**src/rtl/seq_timer_pkg.sv**
```systemverilog
// Shared types and defaults for the serial-start sequence timer.
package seq_timer_pkg;

  typedef enum logic [1:0] {
    SEARCH = 2'd0,
    SHIFT  = 2'd1,
    COUNT  = 2'd2,
    DONE   = 2'd3
  } state_e;

  localparam int unsigned PAT_W_DEF       = 4;
  localparam logic [3:0]  PATTERN_DEF     = 4'b1101;
  localparam int unsigned DLY_W_DEF       = 4;
  localparam int unsigned UNIT_CYCLES_DEF = 1000;

  // Counter width able to hold 0..n-1, never narrower than one bit.
  function automatic int unsigned ctr_w(input int unsigned n);
    return (n < 2) ? 1 : $clog2(n);
  endfunction

endpackage

```
**src/rtl/seq_timer_ctrl_if.sv**
```systemverilog
// Host-side serial command / timer status bundle.
interface seq_timer_ctrl_if #(
  parameter int unsigned DLY_W = 4
);
  logic             data;
  logic             ack;
  logic [DLY_W-1:0] count;
  logic             counting;
  logic             done;

  modport master (output data, ack, input count, counting, done);
  modport slave  (input data, ack, output count, counting, done);
endinterface

```
**src/rtl/seq_pattern_det.sv**
```systemverilog
// Serial start-pattern detector: history shift register with clear, overlap-aware match.
module seq_pattern_det #(
  parameter int unsigned            PAT_W   = 4,
  parameter logic [PAT_W-1:0]       PATTERN = 4'b1101
) (
  input  logic clk,
  input  logic reset,
  input  logic clr_i,
  input  logic en_i,
  input  logic data_i,
  output logic match_c_o
);

  logic [PAT_W-1:0] hist_q;
  logic [PAT_W-1:0] hist_d;
  logic [PAT_W-1:0] window_c;

  // Window includes the bit arriving this cycle so a match fires on the last pattern bit.
  assign window_c  = {hist_q[PAT_W-2:0], data_i};
  assign match_c_o = en_i && (window_c == PATTERN);

  always_comb begin
    hist_d = hist_q;
    if (clr_i) begin
      hist_d = '0;
    end else if (en_i) begin
      hist_d = window_c;
    end
  end

  always_ff @(posedge clk) begin
    if (reset) begin
      hist_q <= '0;
    end else begin
      hist_q <= hist_d;
    end
  end

endmodule

```
**src/rtl/seq_timer_ctrl.sv**
```systemverilog
// Sequence timer: find start pattern, shift in a delay, count (delay+1) units, hold done until ack.
module seq_timer_ctrl
  import seq_timer_pkg::*;
#(
  parameter int unsigned      PAT_W       = PAT_W_DEF,
  parameter logic [PAT_W-1:0] PATTERN     = PATTERN_DEF,
  parameter int unsigned      DLY_W       = DLY_W_DEF,
  parameter int unsigned      UNIT_CYCLES = UNIT_CYCLES_DEF
) (
  input  logic            clk,
  input  logic            reset,
  seq_timer_ctrl_if.slave tmr_if
);

  localparam int unsigned UC_W = ctr_w(UNIT_CYCLES);
  localparam int unsigned BC_W = ctr_w(DLY_W);
  localparam logic [UC_W-1:0] UNIT_RELOAD = UC_W'(UNIT_CYCLES - 1);
  localparam logic [BC_W-1:0] BIT_LAST    = BC_W'(DLY_W - 1);

  state_e           state_q, state_d;
  logic [BC_W-1:0]  bit_q, bit_d;
  logic [DLY_W-1:0] count_q, count_d;
  logic [UC_W-1:0]  unit_q, unit_d;
  logic             counting_q, counting_d;
  logic             done_q, done_d;
  logic             match_c;

  // History is held clear outside SEARCH, so every entry to SEARCH starts from zero.
  seq_pattern_det #(
    .PAT_W   (PAT_W),
    .PATTERN (PATTERN)
  ) u_det (
    .clk       (clk),
    .reset     (reset),
    .clr_i     (state_q != SEARCH),
    .en_i      (state_q == SEARCH),
    .data_i    (tmr_if.data),
    .match_c_o (match_c)
  );

  // Next-state, delay/count register and unit counter.
  always_comb begin
    state_d    = state_q;
    bit_d      = bit_q;
    count_d    = count_q;
    unit_d     = unit_q;
    counting_d = 1'b0;
    done_d     = 1'b0;

    case (state_q)
      SEARCH: begin
        bit_d = '0;
        if (match_c) begin
          state_d = SHIFT;
        end
      end
      SHIFT: begin
        count_d = {count_q[DLY_W-2:0], tmr_if.data};
        bit_d   = bit_q + BC_W'(1);
        if (bit_q == BIT_LAST) begin
          state_d = COUNT;
          unit_d  = UNIT_RELOAD;
          bit_d   = '0;
        end
      end
      COUNT: begin
        if (unit_q == '0) begin
          if (count_q != '0) begin
            count_d = count_q - DLY_W'(1);
            unit_d  = UNIT_RELOAD;
          end else begin
            state_d = DONE;
          end
        end else begin
          unit_d = unit_q - UC_W'(1);
        end
      end
      DONE: begin
        if (tmr_if.ack) begin
          state_d = SEARCH;
        end
      end
      default: begin
        state_d = SEARCH;
      end
    endcase

    counting_d = (state_d == COUNT);
    done_d     = (state_d == DONE);
  end

  always_ff @(posedge clk) begin
    if (reset) begin
      state_q    <= SEARCH;
      bit_q      <= '0;
      count_q    <= '0;
      unit_q     <= '0;
      counting_q <= 1'b0;
      done_q     <= 1'b0;
    end else begin
      state_q    <= state_d;
      bit_q      <= bit_d;
      count_q    <= count_d;
      unit_q     <= unit_d;
      counting_q <= counting_d;
      done_q     <= done_d;
    end
  end

  assign tmr_if.count    = count_q;
  assign tmr_if.counting = counting_q;
  assign tmr_if.done     = done_q;

endmodule

```
**src/flat_wrapper.sv**
```systemverilog
// flat-port wrapper written by rule: the top's interface ports become plain ports
module seq_timer_ctrl_flat import seq_timer_pkg::*;
#(
  parameter int unsigned      PAT_W       = PAT_W_DEF,
  parameter logic [PAT_W-1:0] PATTERN     = PATTERN_DEF,
  parameter int unsigned      DLY_W       = DLY_W_DEF,
  parameter int unsigned      UNIT_CYCLES = UNIT_CYCLES_DEF
)
  (clk, reset, tmr_if_data, tmr_if_ack, tmr_if_count, tmr_if_counting, tmr_if_done);
  seq_timer_ctrl_if #(.DLY_W(DLY_W)) tmr_if_i ();
  input  logic clk;
  input  logic reset;
  input wire logic [$bits(tmr_if_i.data)-1:0] tmr_if_data;
  input wire logic [$bits(tmr_if_i.ack)-1:0] tmr_if_ack;
  output wire logic [$bits(tmr_if_i.count)-1:0] tmr_if_count;
  output wire logic [$bits(tmr_if_i.counting)-1:0] tmr_if_counting;
  output wire logic [$bits(tmr_if_i.done)-1:0] tmr_if_done;
  assign tmr_if_i.data = tmr_if_data;
  assign tmr_if_i.ack = tmr_if_ack;
  assign tmr_if_count = tmr_if_i.count;
  assign tmr_if_counting = tmr_if_i.counting;
  assign tmr_if_done = tmr_if_i.done;
  seq_timer_ctrl #(.PAT_W(PAT_W), .PATTERN(PATTERN), .DLY_W(DLY_W), .UNIT_CYCLES(UNIT_CYCLES)) u_core (.clk(clk), .reset(reset), .tmr_if(tmr_if_i));
endmodule
```
**config.mk**
```make
export PLATFORM = sky130hd
export DESIGN_NAME = seq_timer_ctrl_flat
export DESIGN_NICKNAME = d
export VERILOG_FILES = /design/src/rtl/seq_timer_pkg.sv /design/src/rtl/seq_timer_ctrl_if.sv /design/src/rtl/seq_pattern_det.sv /design/src/rtl/seq_timer_ctrl.sv /design/src/flat_wrapper.sv
export SDC_FILE = /design/constraint.sdc
export NUM_CORES = 1
export LEC_CHECK = 0
export CORE_MARGIN = 2
export CORE_UTILIZATION = 49
export DETAILED_ROUTE_END_ITERATION = 8
export PLACE_DENSITY = 0.8
export SLEW_MARGIN = 20
export SYNTH_ARGS = -nofsm -noshare
export SYNTH_HDL_FRONTEND = slang
export SYNTH_SLANG_ARGS = --single-unit
```
**constraint.sdc**
```tcl
create_clock -name clk -period 2.1 [get_ports clk]
set_input_delay 0.315 -clock clk [delete_from_list [all_inputs] [get_ports clk]]
set_output_delay 0.315 -clock clk [all_outputs]
set_load 0.02 [all_outputs]
```
==> Word level (Yosys, flattened, before mapping) <==
Cells that the tools add are included.
{ "word_totals": {"regBits": 23, "word_cells": 46} }
{ "classes": {"n_addsub": 3, "eq_ne": 11, "muxes": 15, "n_reduce_logical": 10} }
{ "ops": {"columns": ["cell", "n"], "rows": [
  ["$mux W10", 3],
  ["$pmux W10 S2", 1],
  ["$mux W2", 6],
  ["$eq A2 B2 Y1 const B", 5],
  ["$logic_not A10 Y1", 1],
  ["$sub A10 B1 Y10 const B", 1],
  ["$mux W4", 2],
  ["$pmux W2 S4", 1],
  ["$pmux W4 S2", 1],
  ["$ne A2 B1 Y1 const B", 3],
  ["$reduce_and A3 Y1", 2],
  ["$reduce_bool A2 Y1", 3],
  ["$eq A4 B4 Y1 const B", 1],
  ["$pmux W2 S2", 1],
  ["$reduce_bool A4 Y1", 1],
  ["$sub A4 B1 Y4 const B", 1],
  ["$ne A3 B3 Y1 const B", 1],
  ["$add A2 B1 Y2 const B", 1],
  ["$eq A2 B1 Y1 const B", 1],
  ["$logic_not A2 Y1", 1],
  ["$reduce_or A2 Y1", 1],
  ["$logic_and A1 B1 Y1", 1]
]} }

==> Depth between registers and ports, before layout <==
{ "logic_depth": {"ltp_word": 5, "depth_mapped": 7} }

==> Hierarchy <==
A second synthesis with hierarchy kept.
{ "hier_totals": {"hier_cells": 159, "hier_area_um2": 1336.3} }
{ "by_module_without_submodules": {"columns": ["module", "instances", "cells_each", "area_each_um2", "seq_area_each_um2"], "rows": [
  ["seq_timer_ctrl", 1, 147, 1216.2, 400.4],
  ["seq_pattern_det", 1, 12, 120.1, 60.1]
]} }

==> Least setup slack after synthesis <==
No wires, ideal clock.
{ "synth_timing": {"kind": "reg-to-reg", "startpoint": "reg u_core.unit_q[0]", "endpoint": "reg u_core.unit_q[4]", "setup_time_ns": 0.117, "arrival_time_ns": 1.780, "slack_ns": 0.202, "path_stages_with_launch": 8, "synth_period_minus_slack_ns": 1.898, "cell_sequence": "dfxtp_1 > inv_1 > ha_1 > or3b_2 > o31ai_2 > buf_2 > nor2_1 > a32o_1"} }
{ "synth_between": {"elab_chain_cells": 3, "word_cells_on_any_way": 6} }
{ "synth_lines": {"columns": ["item", "line", "source"], "rows": [
  ["start: declaration", "seq_timer_ctrl.sv:23", "logic [UC_W-1:0] unit_q, unit_d;"],
  ["start signal: assignment", "seq_timer_ctrl.sv:104", "unit_q <= unit_d;"],
  ["$sub A10 B1 Y10 / $logic_not A10 Y1 (equally long branches)", "seq_timer_ctrl.sv:75, seq_timer_ctrl.sv:67", null],
  ["$mux W10 / $ne A3 B3 Y1 (equally long branches)", null, null],
  ["$pmux W10 S2 / $reduce_and A3 Y1 (equally long branches)", null, null]
]} }
Parallel ways exist; a longest one is shown, timed or not.
A chain may end at the register's enable or synchronous reset.

==> Final worst setup path <==
{ "layout_timing": {"startpoint": "reg u_core.state_q[0]", "endpoint": "reg u_core.count_q[1] (netlist: u_core.tmr_if.count[1])"} }
{ "layout_between": {"elab_chain_cells": 3, "word_cells_on_any_way": 7} }
{ "layout_lines": {"columns": ["item", "line", "source"], "rows": [
  ["start: declaration", "seq_timer_ctrl.sv:20", "state_e state_q, state_d;"],
  ["start signal: assignment", "seq_timer_ctrl.sv:101", "state_q <= state_d;"],
  ["$eq A2 B2 Y1 / $eq A2 B1 Y1 (equally long branches)", "seq_timer_ctrl.sv:50", "case (state_q)"],
  ["$ne A2 B1 Y1 (no source line) / $reduce_bool A2 Y1 (equally long branches)", null, null],
  ["$reduce_and A3 Y1 (no source line)", null, null],
  ["end signal: assignment", "seq_timer_ctrl.sv:103", "count_q <= count_d;"],
  ["end: declaration", "seq_timer_ctrl.sv:22", "logic [DLY_W-1:0] count_q, count_d;"]
]} }
Parallel ways exist; a longest one is shown, timed or not.

==> reports/results.ini <==
[synthesis]
synth_ff_type=dfxtp_1
ys_types=49
synth-seq-area-share_pct=35.1
syn_area_um2=1310
ys_async_sr_fraction_pct=0
synthCells=154
synth_edf_count=0
syn_avg_cell_area_um2=8.52
ys_warn_count=0
syn-num-nets=166
ys_seq_elements=23

[route]
vias=1254
viasPerCell=6.30
drcViolationCount=0
initialDrtViolationCount=72
routedWlPerCell_um=15.1
antenna_left=0
wl_mm=3.00
dr.pass1.iters=4

[die]
placementRows=18
die_w_um=55.8
die_y_um=55.8
io-pin-count=10
die-area_um2=3110
initial_core_util_pct=52.5
fp.coreArea_um2=2500

[run_status]
status=completed

[placement]
io_buffer_count=9
pre_cts_slack_ps=22.9
place_congestion=0.917
dpl.hpwl_mm=2.17

[final_layout]
n_antenna_cell=0
final_nets=182
drive_above_1_share_pct=16.0
final_cell_mix=21 x dfxtp_1, 16 x nor2_1, 13 x inv_1
syn_to_final_growth_pct=17.4
final_common_cell=dfxtp_1

[sta]
slew_headroom_pct=70.4
rsz0062_at_grt=no
whs_ps=485
finalSetupTns_ps=0
worst_pin_slew_ps=441
fin_ws_ps=130
max_freq_mhz=508
period_share_pct=93.8
hold_viol=0
fin_crit_ps=1970
drv_slew=0
clock_skew_ps=1.76
setup_viol=0

[critical_path]
cp_max_fo=7
worstSetupPathType=register to register
startpoint_type=register
cp_data_arrival_time_ps=2240
worstSetupEndpointType=register
worstRegToRegCells=6
reg2reg_slack_ps=130
r2r-start=u_core.state_q[0]$_SDFF_PP0_
crit_path_end=u_core.tmr_if.count[1]$_SDFFE_PP0P_
crit_path_start=u_core.state_q[0]$_SDFF_PP0_
crit_required_ps=2370
reg2reg_to=u_core.tmr_if.count[1]$_SDFFE_PP0P_

[power]
p_leak_uw=0.000599
power.total_uw=1040
power.density_nw_per_um2=675
vdd_ir_drop_max_mv=0.539

[clock_tree]
hold_buffers=0
cts_made_buffers=3
cts_max_level=1
clkLatencyLatePin_ps=320
clockBufferDepth=2
cts_num_sinks=23
path_clk_slew_ps=130
cts_root_buffer=clkbuf_4
cts_tree=yes

[job]
cap_violations=0

[global_routing]
grt_max_degree=19
grt_pass1_vias=1243
antenna_found_initial=0
grt_pass1_wl_mm=5.22
grt.total_usage_pct=20.6
gr-total-overflow=0

[worst_hold_path]
hold_path_class=register to register

-- power breakdown --
part	internal [uW]	total, uW	leakage, uW	switching (uW)
sequential	470	508	0.000188	38.5
clock	71.5	211	0.0000177	139
combinational	144	321	0.000393	177
-- how the worst min path moves through the flow --
stage / from / to / depth (start not counted)
after floorplan: u_core.u_det.hist_q[0]$_SDFFE_PP0P_ / u_core.u_det.hist_q[1]$_SDFFE_PP0P_ / 1
after global placement: u_core.u_det.hist_q[0]$_SDFFE_PP0P_ / u_core.u_det.hist_q[1]$_SDFFE_PP0P_ / 1
after detailed placement: u_core.u_det.hist_q[0]$_SDFFE_PP0P_ / u_core.u_det.hist_q[1]$_SDFFE_PP0P_ / 1
after CTS: u_core.u_det.hist_q[0]$_SDFFE_PP0P_ / u_core.u_det.hist_q[1]$_SDFFE_PP0P_ / 1
after global routing: u_core.u_det.hist_q[0]$_SDFFE_PP0P_ / u_core.u_det.hist_q[1]$_SDFFE_PP0P_ / 1
final: u_core.u_det.hist_q[0]$_SDFFE_PP0P_ / u_core.u_det.hist_q[1]$_SDFFE_PP0P_ / 1
-- layer usage --
metal | up-vias | wire length, um | GRT usage [%]
li1 | 610 | - | -
met1 | 602 | 1300 | 24.2
met2 | 33 | 1500 | 36.1
met3 | 9 | 156 | 4.88
met4 | 0 | 40 | 7.67
met5 | - | 0 | 0
-- Yosys cell counts (all sizes together) (2+ instances only) --
cell type / number / area share [%]
or3b: 2 / 1.3
nor2: 16 / 4.6
nor3b: 2 / 1.1
nand3: 6 / 2.3
or3: 3 / 2.2
o31ai: 3 / 2.1
buf: 2 / 0.67
a211o: 2 / 1.3
clkbuf: 5 / 1.4
o41ai: 4 / 2.7
inv: 13 / 3.7
nor3: 8 / 3.1
dfxtp: 23 / 35
o21ai: 4 / 1.5
a21oi: 8 / 3.3
ha: 8 / 7.6
nand2: 6 / 1.7
o311ai: 5 / 3.3
nor2b: 3 / 1.4
nand2b: 2 / 0.95
o21a: 5 / 2.9
and3: 2 / 0.95
-- cell families (layout without fill, tap and decap cells) --
logic type | count (synthesis) | in the layout | synth area share [%]
AOI/OAI and AO/OA | 44 | 44 | 26.2
adders and majority gates | 8 | 8 | 7.63
buffers and inverters | 20 | 35 | 5.81
DFF | 23 | 23 | 35.1
and+or+nand+nor | 59 | 59 | 25.3
-- sequential cells by signal, summed over array words and instances (netlist names) --
| signal | cells |
|---|---|
| u_core.bit_q | 2 |
| u_core.state_q | 2 |
| u_core.tmr_if.count | 4 |
| u_core.tmr_if.counting | 1 |
| u_core.tmr_if.done | 1 |
| u_core.u_det.hist_q | 3 |
| u_core.unit_q | 10 |
-- through the flow --
step	utilization [%]	std cells	cell area, um2
5_1_grt	61.7	199	1540
4_1_cts	60.5	199	1510
3_5_place_dp	58.6	193	1470
2_1_floorplan	-	154	1310
6_report	61.7	199	1540
3_3_place_gp	58.6	193	1470
-- critical path: stages, from the launching register on --
cell and delay (ps):
dfxtp_1 450, inv_1 90, ha_1 370, nand4bb_1 120, o41a_1 430, a211o_1 320, a21oi_2 130
-- area by class of cell --
| class | count | area (um2) |
|---|---|---|
| Fill cell | 206 | 958 |
| Multi-Input combinational cell | 111 | 803 |
| Sequential cell | 23 | 463 |
| Timing Repair Buffer | 18 | 161 |
| Inverter | 13 | 48.8 |
| Tap cell | 30 | 37.5 |
| Clock buffer | 3 | 22.5 |
| Clock inverter | 1 | 5.00 |
-- timing repair --
action / 4_1_cts / 5_1_grt
buffers inserted: 2 / 0
pin swaps: 1 / 0
hold endpoints to repair: 0 / 0
endpoints found under the setup margin: 1 / 13
gates resized for setup: 2 / 8
Power figures use the tool's default switching activity.
